### config.mk
export PLATFORM = sky130hd
export DESIGN_NAME = mem_port_arbiter
export DESIGN_NICKNAME = d
export VERILOG_FILES = /design/src/rtl/mem_port_arbiter.sv
export SDC_FILE = /design/constraint.sdc
export NUM_CORES = 1
export LEC_CHECK = 0
export BUFFER_PORTS_ARGS = -buffer_cell sky130_fd_sc_hd__buf_2
export CAP_MARGIN = 25
export CORE_UTILIZATION = 35
export CTS_BUF_LIST = sky130_fd_sc_hd__clkbuf_8
export DETAILED_ROUTE_END_ITERATION = 8
export PLACE_DENSITY_LB_ADDON = 0.25
export SLEW_MARGIN = 0
export SYNTH_ARGS = -nofsm -noshare
export SYNTH_HDL_FRONTEND = slang
export SYNTH_SLANG_ARGS = --single-unit
### constraint.sdc
create_clock -name clk -period 2.72 [get_ports clk]
set_clock_uncertainty 0.1 [all_clocks]
set_input_delay 0.408 -clock clk [delete_from_list [all_inputs] [get_ports clk]]
set_output_delay 0.408 -clock clk [all_outputs]
set_load 0.01 [all_outputs]
### src/rtl/mem_port_arbiter.sv
// Arbitrates one single-ported, variable-latency memory between instruction fetch (I) and data (D).
// D wins by default; after MAX_WAIT back-to-back D grants with I waiting, I is forced through.
module mem_port_arbiter #(
  parameter int AW       = 32,
  parameter int DW       = 32,
  parameter int MAX_WAIT = 4,
  parameter int TIMEOUT  = 256
) (
  input  logic          clk,
  input  logic          n_reset,
  input  logic          i_req,
  input  logic [AW-1:0] i_addr,
  output logic          i_done,
  output logic [DW-1:0] i_rdata,
  output logic          i_err,
  input  logic          d_req,
  input  logic [AW-1:0] d_addr,
  input  logic [DW-1:0] d_wdata,
  input  logic          d_we,
  output logic          d_done,
  output logic [DW-1:0] d_rdata,
  output logic          d_err,
  output logic          mem_req,
  output logic [AW-1:0] mem_addr,
  output logic [DW-1:0] mem_wdata,
  output logic          mem_we,
  input  logic          mem_ready,
  input  logic [DW-1:0] mem_rdata
);

  typedef enum logic [1:0] {IDLE, BUSY_I, BUSY_D} state_t;

  localparam int WW = $clog2(MAX_WAIT + 1);
  localparam int TW = (TIMEOUT < 2) ? 1 : $clog2(TIMEOUT);
  localparam logic [WW-1:0] WAIT_MAX = WW'(MAX_WAIT);
  localparam logic [TW-1:0] TMO_LAST = TW'((TIMEOUT > 0) ? TIMEOUT - 1 : 0);

  state_t        state, stateNxt;
  logic [WW-1:0] waitCnt, waitNxt;
  logic [TW-1:0] tmoCnt, tmoNxt;
  logic          memReqNxt, memWeNxt;
  logic [AW-1:0] memAddrNxt;
  logic [DW-1:0] memWdataNxt;
  logic          tmoHit, finish;

  always_ff @(posedge clk) begin
    if (!n_reset) begin
      state     <= IDLE;
      waitCnt   <= '0;
      tmoCnt    <= '0;
      mem_req   <= 1'b0;
      mem_we    <= 1'b0;
      mem_addr  <= '0;
      mem_wdata <= '0;
    end else begin
      state     <= stateNxt;
      waitCnt   <= waitNxt;
      tmoCnt    <= tmoNxt;
      mem_req   <= memReqNxt;
      mem_we    <= memWeNxt;
      mem_addr  <= memAddrNxt;
      mem_wdata <= memWdataNxt;
    end
  end

  // A hung memory is cut off on its last allowed cycle; a real mem_ready there still wins.
  assign tmoHit = (TIMEOUT > 0) && (state != IDLE) && !mem_ready && (tmoCnt == TMO_LAST);
  assign finish = mem_ready || tmoHit;

  always_comb begin
    stateNxt    = state;
    waitNxt     = waitCnt;
    tmoNxt      = tmoCnt;
    memReqNxt   = mem_req;
    memWeNxt    = mem_we;
    memAddrNxt  = mem_addr;
    memWdataNxt = mem_wdata;
    case (state)
      IDLE: begin
        if (d_req && !(i_req && waitCnt == WAIT_MAX)) begin
          stateNxt    = BUSY_D;
          memReqNxt   = 1'b1;
          memAddrNxt  = d_addr;
          memWdataNxt = d_wdata;
          memWeNxt    = d_we;
          tmoNxt      = '0;
          if (!i_req)                waitNxt = '0;
          else if (waitCnt != WAIT_MAX) waitNxt = waitCnt + 1'b1;
        end else if (i_req) begin
          stateNxt   = BUSY_I;
          memReqNxt  = 1'b1;
          memAddrNxt = i_addr;
          memWeNxt   = 1'b0;
          tmoNxt     = '0;
          waitNxt    = '0;
        end else begin
          waitNxt = '0;
        end
      end
      default: begin
        if (finish) begin
          stateNxt  = IDLE;
          memReqNxt = 1'b0;
          memWeNxt  = 1'b0;
        end else begin
          tmoNxt = tmoCnt + 1'b1;
        end
      end
    endcase
  end

  assign i_done  = (state == BUSY_I) && finish;
  assign i_err   = (state == BUSY_I) && tmoHit;
  assign i_rdata = ((state == BUSY_I) && !tmoHit) ? mem_rdata : '0;
  assign d_done  = (state == BUSY_D) && finish;
  assign d_err   = (state == BUSY_D) && tmoHit;
  assign d_rdata = ((state == BUSY_D) && !tmoHit) ? mem_rdata : '0;

endmodule

==> flow_metrics.tcl, run 1 <==
set metrics [dict create \
    syn_nets 593 \
    max_slew_margin_pct 48.7 \
    synth_cell_type_count 41 \
    wl_um 10900 \
    ios 268 \
    synth_edf_count 0 \
    hold_violations 0 \
    crit_chain "ha_1 > and3_4 > nor3b_4 > nor2_4 > buf_6 > and2_1 > buf_2" \
    stdcell_area_um2 5330 \
    slowest_stage "dfxtp_1" \
    setup_viol 0 \
    fmax_ghz 0.387 \
    timing.final.max_slew_violations 0 \
    synth_area_um2 3700 \
    coreArea_um2 10300 \
    postSynth.asyncResetShare_pct 0 \
    viasPerCell 4.80 \
    grt_overflow 0 \
    met2_length_um 5040 \
    power_density_nw_per_um2 507 \
    crit_arrival_ps 2070 \
    cp.required_ps 2210 \
    routedWlPerCell_um 12.8 \
    period_needed_ps 2580 \
    ys_seq_elements 79 \
    min_to "mem_wdata[1]$_SDFFE_PN0P_" \
    max-clock-path-buffers 2 \
    postCtsSetupRepairBufs 0 \
    dieArea_um2 11000 \
    grt_usage_pct 19.3 \
    clkSlewWorstSetupHoldPaths_ps 90 \
    grt_pass1_vias 3713 \
    synth_ff_type "dfxtp_1" \
    rsz0062_at_grt "no" \
    grt_pass1_wl_um 17400 \
    crit_fanout 18 \
    final_nets 845 \
    timing.rr.end "tmoCnt[3]$_SDFFE_PN0P_" \
    final_common_cell "buf_2" \
    start_util_pct 36.0 \
    area_growth_pct 44.0 \
    dpl_cell_area_um2 5140 \
    drc_errors 0 \
    antenna_found_initial 0 \
    r2r.worst_path.cells 5 \
    clk_latency_ps 350 \
    leakagePower_nw 2.74 \
    dr.max_layer_used "met4" \
    worstSetupStartpointType "flip-flop" \
    final_cell_mix "267 x buf_2, 79 x dfxtp_1, 72 x a21oi_1" \
    hold_class "in -> reg" \
    via_count 4074 \
    gp_congestion 0.853 \
    maxCapViolCount 0 \
    postCtsHoldBufs 0 \
    cts_max_level 3 \
    synthCells 456 \
    cpPeakStageDelay_ps 390 \
    antenna_cells 0 \
    r2r-start "tmoCnt[0]$_SDFFE_PN0P_" \
    ctsResizeCount 0 \
    drtIter0Drc 218 \
    die-width_um 105 \
    cts_root_buf "clkbuf_8" \
    dr.pass1.iters 4 \
    drive_gt1_share_pct 42.2 \
    cts_made_buffers 9 \
    status "completed" \
    postSynthAreaPerCell_um2 8.12 \
    ys_seq_area_share_pct 42.7 \
    cts_tree "yes" \
    worst_pin_slew_ps 769 \
    setup_tns_ps 0 \
    vdd_drop_max_v 0.000275 \
    port_buffers 267 \
    path_class "reg -> out" \
    reg2reg_slack_ps 950 \
    nFillCells 1014 \
    grt_start_max_net_pins 68 \
    wl_met3_um 932 \
    cts_sinks 79 \
    holdPathStages 3 \
    drt-met1-wl_um 4800 \
    rows 37 \
    period_share_pct 94.9 \
    die_y_um 105 \
    hp-start "d_wdata[1]" \
    dp_hpwl_um 7940 \
    ant_nets 0 \
    yosysWarningCount 0 \
    endpoint_kind "output port" \
]
[kinds of logic after synthesis]
kind of cell | Yosys count | share of synthesized area, %
buffers and inverters | 39 | 4.90
adder cells (fa/ha/maj) | 3 | 1.01
multiplexers | 32 | 8.65
XOR/XNOR | 1 | 0.236
AND/OR/NAND/NOR | 179 | 24.6
flip-flops | 79 | 42.7
AO/OA/AOI/OAI | 123 | 17.9
[routing by layer]
layer / up-vias / global-route usage [%]
li1: 2062 / -
met4: 0 / 4.73
met2: 167 / 32.0
met1: 1835 / 24.1
met5: - / 0
met3: 10 / 6.43
[worst max-delay path by stage]
| stage | from | endpoint | slack (ps) | cells after the start |
|---|---|---|---|---|
| after CTS | tmoCnt[0]$_SDFFE_PN0P_ | i_rdata[15] | -180 | 7 |
| after global routing | tmoCnt[0]$_SDFFE_PN0P_ | d_rdata[15] | 20 | 7 |
| after global placement | tmoCnt[0]$_SDFFE_PN0P_ | i_rdata[0] | -20 | 6 |
| after detailed placement | tmoCnt[0]$_SDFFE_PN0P_ | i_rdata[15] | 220 | 7 |
| final | tmoCnt[0]$_SDFFE_PN0P_ | d_rdata[15] | 140 | 7 |
| after floorplan | tmoCnt[0]$_SDFFE_PN0P_ | d_rdata[10] | 650 | 7 |
[power by group]
group	switching [mW]	internal (mW)
sequential	0.0491	1.25
clock	0.441	0.323
combinational	0.358	0.280
[per-stage QoR]
| stage | total power [mW] | instances | setup slack, ps | hold slack, ps | util [%] |
|---|---|---|---|---|---|
| after global routing | 2.87 | 849 | 15.2 | 173 | 51.9 |
| after global placement | 1.95 | 831 | -16.0 | 338 | 49.8 |
| after CTS | 2.75 | 849 | -182 | 163 | 51.6 |
| final | 2.70 | 849 | 138 | 181 | 51.9 |
| after floorplan | 1.67 | 456 | 648 | 358 | - |
| after detailed placement | 1.96 | 833 | 220 | 344 | 50.0 |
[sequential cells by signal, summed over array words and instances (netlist names)]
register / count
tmoCnt: 8
mem_addr: 32
mem_we: 1
mem_wdata: 32
state: 2
mem_req: 1
waitCnt: 3
[cell usage after synthesis, types with 2 or more instances]
master    number  area (µm²)
buf_2          7        35.0
ha_1           3        37.5
o211ai_1       3        22.5
nand2b_1       2        12.5
o21ai_0       35         175
clkbuf_1      23        86.3
and2_1        65         407
nand2_1       72         270
buf_4          3        22.5
or4_1          2        15.0
nand3_1       11        55.1
nor3_1         4        20.0
a21oi_1       72         360
dfxtp_1       79        1580
a31oi_1        3        18.8
mux2i_1       32         320
nor2_1        10        37.5
buf_6          2        22.5
inv_1          3        11.3
nand4_1        4        25.0
[critical path, delay by kind of cell, from the launching register on]
family,cells,cell delay [ps]
buf+inv,2,300
flops,1,390
simple gates,4,820
fa+ha+maj,1,220
[cell type report]
class	instances	area (µm²)	share of cell area [%]
Clock inverter	7	41.3	0.774
Sequential cell	79	1580	29.7
Clock buffer	9	124	2.32
Timing Repair Buffer	276	1420	26.7
Inverter	4	15.0	0.281
Multi-Input combinational cell	338	1980	37.1
Tap cell	136	170	3.19
Power figures use the tool's default switching activity.
==> inputs of run 2 (changes only) <==
--- a/config.mk
+++ b/config.mk
@@ -10,7 +10,7 @@
 export CORE_UTILIZATION = 35
 export CTS_BUF_LIST = sky130_fd_sc_hd__clkbuf_8
 export DETAILED_ROUTE_END_ITERATION = 8
-export PLACE_DENSITY_LB_ADDON = 0.25
+export PLACE_DENSITY = 0.75
 export SLEW_MARGIN = 0
 export SYNTH_ARGS = -nofsm -noshare
 export SYNTH_HDL_FRONTEND = slang
==> run 2 against run 1 <==
Against the previous run:
- final cell count unchanged
- sequential share of layout area decreased by 0.069 points
- sequential power about the same
- critical path type unchanged
- largest power group unchanged
==> flow_metrics.tcl, run 2 (same netlist as run 1, synthesis figures left out) <==
set metrics [dict create \
    ios 268 \
    grt_usage_pct 19.6 \
    reg_top3 "mem_addr x32, mem_wdata x32, tmoCnt x8" \
    switchingPower_mw 0.824 \
    cts_root_buf "clkbuf_8" \
    area_growth_pct 44.3 \
    maxCapViolCount 0 \
    cts_max_level 3 \
    viasPerCell 4.74 \
    antenna_cells 0 \
    rsz0062_at_grt "no" \
    p_seq_share_pct 47.0 \
    setup_viol 0 \
    final_common_cell "buf_2" \
    routedWlPerCell_um 12.9 \
    drc_errors 0 \
    die_y_um 105 \
    cts_made_buffers 9 \
    clkSlewWorstSetupHoldPaths_ps 80 \
    worstSetupStartpointType "flip-flop" \
    internal_power_mw 1.95 \
    final_cell_mix "267 x buf_2, 79 x dfxtp_1, 72 x a21oi_1" \
    period_share_pct 95.6 \
    power_density_nw_per_um2 518 \
    status "completed" \
    port_buffers 267 \
    comb_power_share_pct 22.9 \
    grt_pass1_vias 3721 \
    grt_overflow 0 \
    leakagePower_nw 2.76 \
    nFillCells 987 \
    drtIter0Drc 231 \
    crit_fanout 19 \
    dp_hpwl_um 8240 \
    cts_sinks 79 \
    coreArea_um2 10300 \
    max-clock-path-buffers 2 \
    drive_gt1_share_pct 42.1 \
    instances_no_fill 849 \
    dr.pass1.iters 4 \
    worst_pin_slew_ps 738 \
    clk_latency_ps 330 \
    final_nets 845 \
    max_slew_margin_pct 50.7 \
    postCtsSetupRepairBufs 0 \
    crit_arrival_ps 2090 \
    endpoint_kind "output port" \
    cts_tree "yes" \
    p_sw_share_pct 29.7 \
    grt_start_max_net_pins 68 \
    setup_ws_ps 119 \
    wl_um 10900 \
    gp_congestion 0.829 \
    grt_pass1_wl_um 17400 \
    ant_nets 0 \
    numPlacedInstances 833 \
    setup_tns_ps 0 \
    rows 37 \
    die-width_um 105 \
    timing.final.max_slew_violations 0 \
    cp.required_ps 2210 \
    start_util_pct 36.0 \
    path_class "reg -> out" \
    antenna_found_initial 0 \
    hold_violations 0 \
    preCtsSetupSlack_ps 169 \
    vdd_drop_max_v 0.000275 \
    hold_class "in -> reg" \
    period_needed_ps 2600 \
    dieArea_um2 11000 \
    clkPwrFrac_pct 30.0 \
    fmax_ghz 0.384 \
    via_count 4022 \
]
[run 2: cell count changes in the layout (fill, tap and decap cells not counted), sizes merged]
cell,delta
bufinv,+1
inv,+1
clkinvlp,-1
clkinv,-1
[run 2: power by group through the flow]
stage                     registers [mW]  clock network [mW]  logic, mW
after global placement              1.32                   0      0.613
final                               1.30               0.833      0.635
after CTS                           1.30               0.868      0.640
after detailed placement            1.33                   0      0.638
after global routing                1.31               0.914      0.702
after floorplan                     1.37                   0      0.300
[run 2: area by class of cell]
class,instances,area (µm²),share of cell area (%)
multi-input cells,338,1980,37.0
well taps,136,170,3.18
clock inverters,7,66.3,1.24
flip-flops and latches,79,1580,29.6
inverters,4,15.0,0.281
clock buffers,9,124,2.32
repair buffers,276,1410,26.4
[run 2: critical path, cell delays in order, from the launching register on]
cell	delay, ps
dfxtp_1	410
ha_1	220
and3_4	230
nor3b_4	300
nor2_4	130
buf_6	170
and2_1	160
buf_2	130
[run 2: through the flow]
stage | cell area [µm²] | utilization, % | hold slack [ps] | power [mW]
6_report | 5350 | 52.0 | 204 | 2.77
5_1_grt | 5350 | 52.0 | 185 | 2.93
4_1_cts | 5340 | 51.9 | 177 | 2.81
3_5_place_dp | 5130 | 49.9 | 343 | 1.97
3_3_place_gp | 5110 | 49.7 | 339 | 1.94
2_1_floorplan | 3700 | - | 358 | 1.67
[run 2: final timing paths]
kind | end | slack, ps | cells past startpoint | from
worst max-delay path | d_rdata[27] | 120 | 7 | tmoCnt[0]$_SDFFE_PN0P_
worst min-delay path | mem_wdata[6]$_SDFFE_PN0P_ | 200 | 3 | d_wdata[6]
worst max register to register | mem_addr[12]$_SDFFE_PN0P_ | 600 | 7 | waitCnt[0]$_SDFFE_PN0P_
worst min register to register | mem_wdata[23]$_SDFFE_PN0P_ | 350 | 2 | mem_wdata[23]$_SDFFE_PN0P_
[run 2: per-layer routing]
| metal | GRT usage [%] | vias up | wire length (µm) |
|---|---|---|---|
| met2 | 33.7 | 157 | 5260 |
| met1 | 23.7 | 1794 | 4730 |
| li1 | - | 2058 | - |
| met5 | 0 | - | 0 |
| met4 | 6.94 | 0 | 156 |
| met3 | 4.87 | 13 | 762 |
[run 2: timing repair]
action | in CTS | in global routing
gates resized for setup | 4 | 2
endpoints found under the setup margin | 51 | 21
hold buffers | 0 | 0
